`src/rtl/mdu_seq.sv`:
```
// Multi-cycle RV32M sequencer for MUL (low word), DIVU and REMU.
// Iterates by borrowing the shared 32-bit alu: add for multiply, subtract for divide.
module mdu_seq #(
  parameter int XLEN = 32
) (
  input  logic            clk,
  input  logic            rst_n,
  input  logic            req_valid,
  output logic            req_ready,
  input  logic [1:0]      req_op,
  input  logic [XLEN-1:0] req_a,
  input  logic [XLEN-1:0] req_b,
  output logic            rsp_valid,
  input  logic            rsp_ready,
  output logic [XLEN-1:0] rsp_data,
  output logic [XLEN-1:0] alu_x,
  output logic [XLEN-1:0] alu_y,
  output logic [3:0]      alu_fn,
  input  logic [XLEN-1:0] alu_out
);

  // Handshakes: a transfer happens on a rising edge where valid and ready are both
  // high; valid holds its payload stable until that edge, and ready may be anything.

  typedef enum logic [1:0] {S_IDLE, S_MUL, S_DIV, S_DONE} state_t;

  localparam logic [1:0] OP_MUL  = 2'd0;
  localparam logic [1:0] OP_DIVU = 2'd1;
  localparam logic [1:0] OP_RSVD = 2'd3;

  state_t          state;
  logic [4:0]      count;
  logic [1:0]      op;
  // acc: product accumulator / partial remainder; opa: multiplicand / quotient;
  // opb: multiplier / divisor.
  logic [XLEN-1:0] acc;
  logic [XLEN-1:0] opa;
  logic [XLEN-1:0] opb;

  logic [XLEN-1:0] sh;
  logic            top;
  logic            borrow;
  logic            take;
  logic [XLEN-1:0] rem_nxt;
  logic [XLEN-1:0] quo_nxt;
  logic [XLEN-1:0] acc_mul;

  always_comb begin
    sh      = {acc[XLEN-2:0], opa[XLEN-1]};
    top     = acc[XLEN-1];
    // Unsigned sh < opb, recovered from the sign bits of the 32-bit difference.
    borrow  = (~sh[XLEN-1] & opb[XLEN-1]) |
              (~(sh[XLEN-1] ^ opb[XLEN-1]) & alu_out[XLEN-1]);
    take    = top | ~borrow;
    rem_nxt = take ? alu_out : sh;
    quo_nxt = {opa[XLEN-2:0], take};
    acc_mul = opb[0] ? alu_out : acc;
  end

  always_comb begin
    alu_x  = '0;
    alu_y  = '0;
    alu_fn = 4'h0;
    case (state)
      S_MUL: begin
        alu_x  = acc;
        alu_y  = opa;
        alu_fn = 4'h0;
      end
      S_DIV: begin
        alu_x  = sh;
        alu_y  = opb;
        alu_fn = 4'h8;
      end
      default: ;
    endcase
  end

  always_ff @(posedge clk or negedge rst_n) begin
    if (!rst_n) begin
      state     <= S_IDLE;
      req_ready <= 1'b1;
      rsp_valid <= 1'b0;
      rsp_data  <= '0;
      count     <= '0;
      op        <= '0;
      acc       <= '0;
      opa       <= '0;
      opb       <= '0;
    end else begin
      case (state)
        S_IDLE: begin
          if (req_valid && req_ready) begin
            req_ready <= 1'b0;
            op        <= req_op;
            count     <= 5'd31;
            acc       <= '0;
            opa       <= req_a;
            opb       <= req_b;
            if (req_op == OP_MUL) begin
              state <= S_MUL;
            end else if (req_op == OP_RSVD) begin
              state    <= S_DONE;
              rsp_data <= '0;
            end else if (req_b == '0) begin
              state    <= S_DONE;
              rsp_data <= (req_op == OP_DIVU) ? '1 : req_a;
            end else begin
              state <= S_DIV;
            end
          end
        end
        S_MUL: begin
          acc   <= acc_mul;
          opa   <= opa << 1;
          opb   <= opb >> 1;
          count <= count - 5'd1;
          if (count == 5'd0) begin
            state    <= S_DONE;
            rsp_data <= acc_mul;
          end
        end
        S_DIV: begin
          acc   <= rem_nxt;
          opa   <= quo_nxt;
          count <= count - 5'd1;
          if (count == 5'd0) begin
            state    <= S_DONE;
            rsp_data <= (op == OP_DIVU) ? quo_nxt : rem_nxt;
          end
        end
        S_DONE: begin
          // First DONE cycle raises rsp_valid; the result was latched on entry.
          if (!rsp_valid) begin
            rsp_valid <= 1'b1;
          end else if (rsp_ready) begin
            rsp_valid <= 1'b0;
            req_ready <= 1'b1;
            state     <= S_IDLE;
          end
        end
        default: state <= S_IDLE;
      endcase
    end
  end

endmodule

```
`config.mk`:
```
export PLATFORM = sky130hd
export DESIGN_NAME = mdu_seq
export DESIGN_NICKNAME = d
export VERILOG_FILES = /design/src/rtl/mdu_seq.sv
export SDC_FILE = /design/constraint.sdc
export NUM_CORES = 1
export LEC_CHECK = 0
export CAP_MARGIN = 0
export CORE_MARGIN = 2
export CORE_UTILIZATION = 55
export DETAILED_ROUTE_END_ITERATION = 10
export GPL_ROUTABILITY_DRIVEN = 0
export MAX_ROUTING_LAYER = met4
export PLACE_DENSITY = 0.87
export SLEW_MARGIN = 20
export SYNTH_ARGS = -nofsm -noshare
export SYNTH_HDL_FRONTEND = slang
export SYNTH_SLANG_ARGS = --single-unit
```
`constraint.sdc`:
```
create_clock -name clk -period 6.6 [get_ports clk]
set_input_delay 0.66 -clock clk [delete_from_list [all_inputs] [get_ports clk]]
set_output_delay 0.66 -clock clk [all_outputs]
set_load 0.02 [all_outputs]
```
# Word level (Yosys, flattened, before mapping)
# Index checks and enable logic that the tools add are counted.
[word_totals]
ff_bits = 139
latchBits = 0
mem_bits_rw = 0
rom_bits = 0
input_bits = 102
out_inout_bits = 102
word_cells = 85
memories = 0
[classes]
add_sub_neg = 1
mul = 0
n_div = 0
n_lt_le_gt_ge = 0
eq_ne = 14
shift = 0
mux = 36
bitwise_logic = 8
reduce_logical = 17
[op_table]
columns = ["operator", "n"]
rows = [
  ["two-way mux 32 bit", 13],
  ["case mux 32 bit (3 select lines)", 3],
  ["case mux 32 bit (2 select lines)", 3],
  ["zero test 32 bit", 1],
  ["inequality test 2 bit, second input constant", 6],
  ["two-way mux 2 bit", 5],
  ["case mux 5 bit (2 select lines)", 1],
  ["AND reduction 2 bit", 4],
  ["AND reduction 4 bit", 2],
  ["two-way mux 1 bit", 7],
  ["== test 2 x 1 -> 1 bit, second input constant", 3],
  ["== test 2 bit, second input constant", 3],
  ["case mux 2 bit (3 select lines)", 1],
  ["AND reduction 6 bit", 1],
  ["nonzero test 2 bit", 3],
  ["zero test 5 bit", 1],
  ["two-way mux 5 bit", 1],
  ["subtractor 5 x 1 -> 5 bit, second input constant", 1],
  ["zero test 2 bit", 2],
  ["two-way mux 4 bit", 1],
  ["inequality test 3 bit, second input constant", 1],
  ["inverter 1 bit", 3],
  ["nonzero test 3 bit", 1],
  ["bitwise AND 1 bit", 2],
  ["other kinds (6)", 7],
]

# Logic depth before layout (Yosys ltp)
[logic_depth]
depth_word = 10
depth_mapped = 9
mapped_depth_nobuf = 7

# Least setup slack after synthesis
# Ideal clock, no wire load.
[synth_timing]
path_type = "flip-flop to output port"
start = "register state[0]"
end = "output port alu_x[1]"
arrival_time_ns = 2.077
t_required_ns = 5.940
setup_slack_ns = 3.863
path_stages_with_launch = 10
path_buffers = 4
path_cell_list = "dfrtp_1 inv_1 ha_1 buf_2 and2_1 clkbuf_1 buf_2 buf_1 nand2_1 o21ai_0"
[synth_between]
elab_chain_len = 2
elab_cells_between_ends = 3
classes_between = "2 x eq/ne; 1 x mux"
[synth_lines]
columns = ["item", "line_no", "text"]
rows = [
  ["start: declaration", "31", "state_t state;"],
  ["start signal: assignment", "81", "state <= S_IDLE;"],
  ["start signal: assignment", "101", "state <= S_MUL;"],
  ["start signal: assignment", "103", "state <= S_DONE;"],
  ["== test 2 bit or == test 2 x 1 -> 1 bit (tied branches)", "64", "case (state)"],
  ["case mux 32 bit (2 select lines) (*)", "64", ""],
  ["end: declaration", "16", "output logic [XLEN-1:0] alu_x,"],
]
# Mark *: on every way between the ends. The rest lies on a longest branch, timed or not.

# Worst setup path in the final report
# Same ends and word-level chain as after synthesis.

==> impl_metrics.py <==
metrics = {
    "status": {
        "status": "finished clean",
    },
    "synthesis": {
        "yosysWarnings": 0,
        "synth.cell_area_sq_um": 8790,
        "synthArstFlopShare_pct": 100,
        "yosysSeqAreaShare_pct": 39.6,
        "synth_cells": 962,
        "synth_flop_cell": "dfrtp_1",
        "ys_ff_latch": 139,
        "syn_area_per_cell_sq_um": 9.14,
        "synth_edf_count": 0,
        "synth.distinct_cells": 43,
    },
    "clock_tree": {
        "clkLatencyLatePin_ns": 0.43,
        "clock_sinks": 139,
        "cts-root-buf": "clkbuf_16",
        "cts_resized": 0,
        "postCtsSetupBuffers": 0,
        "h-tree-depth": 4,
        "cts_tree": "yes",
        "cts_buffers": 17,
        "clk_pin_slew_ns": 0.06,
        "cts_hold_buf": 0,
        "clockBufferDepth": 2,
    },
    "die": {
        "dieArea_sq_um": 17000,
        "core-area_sq_um": 15800,
        "rows": 46,
        "io_pins": 204,
        "start_util_pct": 55.8,
        "die-width_um": 130,
        "die_h_um": 130,
    },
    "drt": {
        "drtPass1Iterations": 6,
        "wl_per_cell_um": 21.1,
        "remaining_drc_errors": 0,
        "antenna_left": 0,
        "wirelength_um": 28200,
        "routed-via-count": 8590,
        "drt_iter0_markers": 1358,
        "via_per_inst": 6.43,
    },
    "final_layout": {
        "layout-drive-gt1-share_pct": 13.8,
        "num_antenna_cells": 0,
        "finalNetCount": 1217,
        "final-instance-count-excl-fill": 1336,
        "areaGrowthSynthToFinish_pct": 30.9,
    },
    "power": {
        "leakage_uw": 0.00458,
        "power_per_cell_area_nw_per_um2": 597,
        "totalPowerFinal_uw": 6880,
        "max-vdd-ir-drop_v": 0.000507,
    },
    "sta": {
        "hold-worst-slack_ns": 0.283,
        "fmax_ghz": 0.237,
        "finalHoldViolCount": 0,
        "worst_slew_pin_slew_ns": 1.11,
        "slew_violations": 0,
        "clock_skew_ns": 0.00736,
        "setup_viol": 0,
        "timing.final.ws_setup_ns": 2.37,
        "min_period_ns": 4.23,
        "rsz0062_at_grt": "false",
        "slew_headroom_pct": 25.8,
        "min_period_over_period_pct": 64.0,
        "fin_setup_tns_ns": 0,
    },
    "placed_design": {
        "hpwl_um": 18800,
        "portBuffers": 200,
        "pre_cts_ws_ns": 2.89,
        "placedCellCount": 1304,
    },
    "critical_path": {
        "crit_path_end_kind": "output pin",
        "path_class": "reg -> out",
        "worstPathRequired_ns": 5.94,
        "startpoint_type": "register",
        "worstPathMaxFanout": 47,
        "worstPathArrival_ns": 3.57,
    },
    "grt": {
        "grt-ovfl-total": 0,
        "first_global_vias": 7914,
        "grt_max_degree": 101,
        "antenna_found_initial": 0,
        "grt_pass1_wl_um": 43500,
        "grtUsageTotal_pct": 34.3,
    },
    "job": {
        "drv_cap": 0,
    },
    "hold_path": {
        "hold_class": "in -> async",
    },
}
## logic make-up (layout without fill, tap and decap cells)
kind of cell,after synthesis,in the layout,share of synthesized area [%]
other,1,3,0.0427
multiplexers,131,131,16.3
XOR/XNOR,1,1,0.0996
adder cells (fa/ha/maj),8,8,1.14
AO/OA/AOI/OAI,375,375,26.4
AND/OR/NAND/NOR,206,206,11.7
flip-flops,139,139,39.6
buffers and inverters,101,257,4.85
## through the flow
stage / util, % / cell area [sq um]
detailed placement: 68.8 / 10900
finish: 73.0 / 11500
CTS: 72.9 / 11500
floorplan: - / 8800
global placement: 68.6 / 10800
global route: 73.0 / 11500
## worst paths after layout
path | from | cells after the start | to | slack, ns
setup / recovery | state[0]$_DFFE_PN0P_ | 6 | alu_x[1] | 2.37
hold / removal | rst_n | 1 | opa[15]$_DFFE_PN0P_ | 0.28
max in group asynchronous | rst_n | 2 | opa[16]$_DFFE_PN0P_ | 4.98
hold reg to reg | rsp_data[22]$_DFFE_PN0P_ | 1 | rsp_data[22]$_DFFE_PN0P_ | 0.51
setup reg to reg | acc[30]$_DFFE_PN0P_ | 9 | rsp_data[1]$_DFFE_PN0P_ | 3.47
min in group clk | rsp_data[22]$_DFFE_PN0P_ | 1 | rsp_data[22]$_DFFE_PN0P_ | 0.51
## placed cells by master (no fill, tap or decap), types with 5 or more instances in the layout
cell               n
clkdlybuf4s50_1  199
dfrtp_1          138
o21ai_0          133
a21oi_1           98
mux2_2            95
nand2_1           76
a22o_1            60
nor2_1            43
mux2i_1           36
nor2b_1           33
a211oi_1          30
nor3b_1           29
o211ai_1          29
clkbuf_16         17
buf_4             14
inv_1             10
nor4_1             9
ha_1               7
clkbuf_8           6
o22ai_1            5
## metal layers
layer	global-route usage, %	wire (um)	up-vias
met5	-	0	-
met4	11.5	873	0
met3	6.27	2740	82
met2	49.9	12700	542
met1	48.8	11900	4121
li1	-	-	3845
## cell usage after synthesis (2+ instances only)
master | count | area share, %
a21oi_1 | 101 | 5.7
nand2_1 | 76 | 3.2
buf_4 | 3 | 0.26
mux2i_1 | 36 | 4.1
buf_6 | 3 | 0.38
a211oi_1 | 30 | 2.6
o21ai_0 | 133 | 7.6
nor2_1 | 43 | 1.8
o21a_1 | 5 | 0.43
buf_2 | 11 | 0.63
o211ai_1 | 29 | 2.5
and2_1 | 2 | 0.14
o22ai_1 | 5 | 0.36
clkbuf_1 | 60 | 2.6
dfrtp_1 | 138 | 39
nand4_1 | 2 | 0.14
or2_2 | 2 | 0.14
nor4_1 | 9 | 0.64
nor2b_1 | 34 | 2.4
buf_1 | 14 | 0.60
a22o_1 | 60 | 6.0
mux2_2 | 95 | 12
ha_1 | 8 | 1.1
a31oi_1 | 3 | 0.21
nor3_1 | 2 | 0.11
nand3_1 | 4 | 0.23
inv_1 | 10 | 0.43
nor3b_1 | 29 | 2.5
## report_power, final
group	switching [uW]	leakage (uW)	internal [uW]
Clock	367	0.000321	692
Sequential	462	0.00174	1290
Combinational	2340	0.00252	1730
## cell type report
cell class,instances,area [sq um]
clock inverter,6,130
sequential,139,3480
clock buffer,26,519
multi-input combinational,724,4940
tap,216,270
timing repair buffer,215,2140
fill,1165,4260
inverter,10,37.5
## state kept, by name, summed over array words and instances, names as in the netlist
signal and cells:
acc 32, count 5, op 2, opa 32
opb 32, req_ready 1, rsp_data 32, rsp_valid 1
state 2
## critical path, cell delays in order, from the launching register on
cell and delay [ns]:
dfrtp_1 0.41, inv_1 0.10, ha_1 0.31, buf_4 0.44, nand2_1 0.80, o21ai_0 0.40
clkdlybuf4s50_1 0.65
No activity file was read; power rests on OpenSTA's default activity.
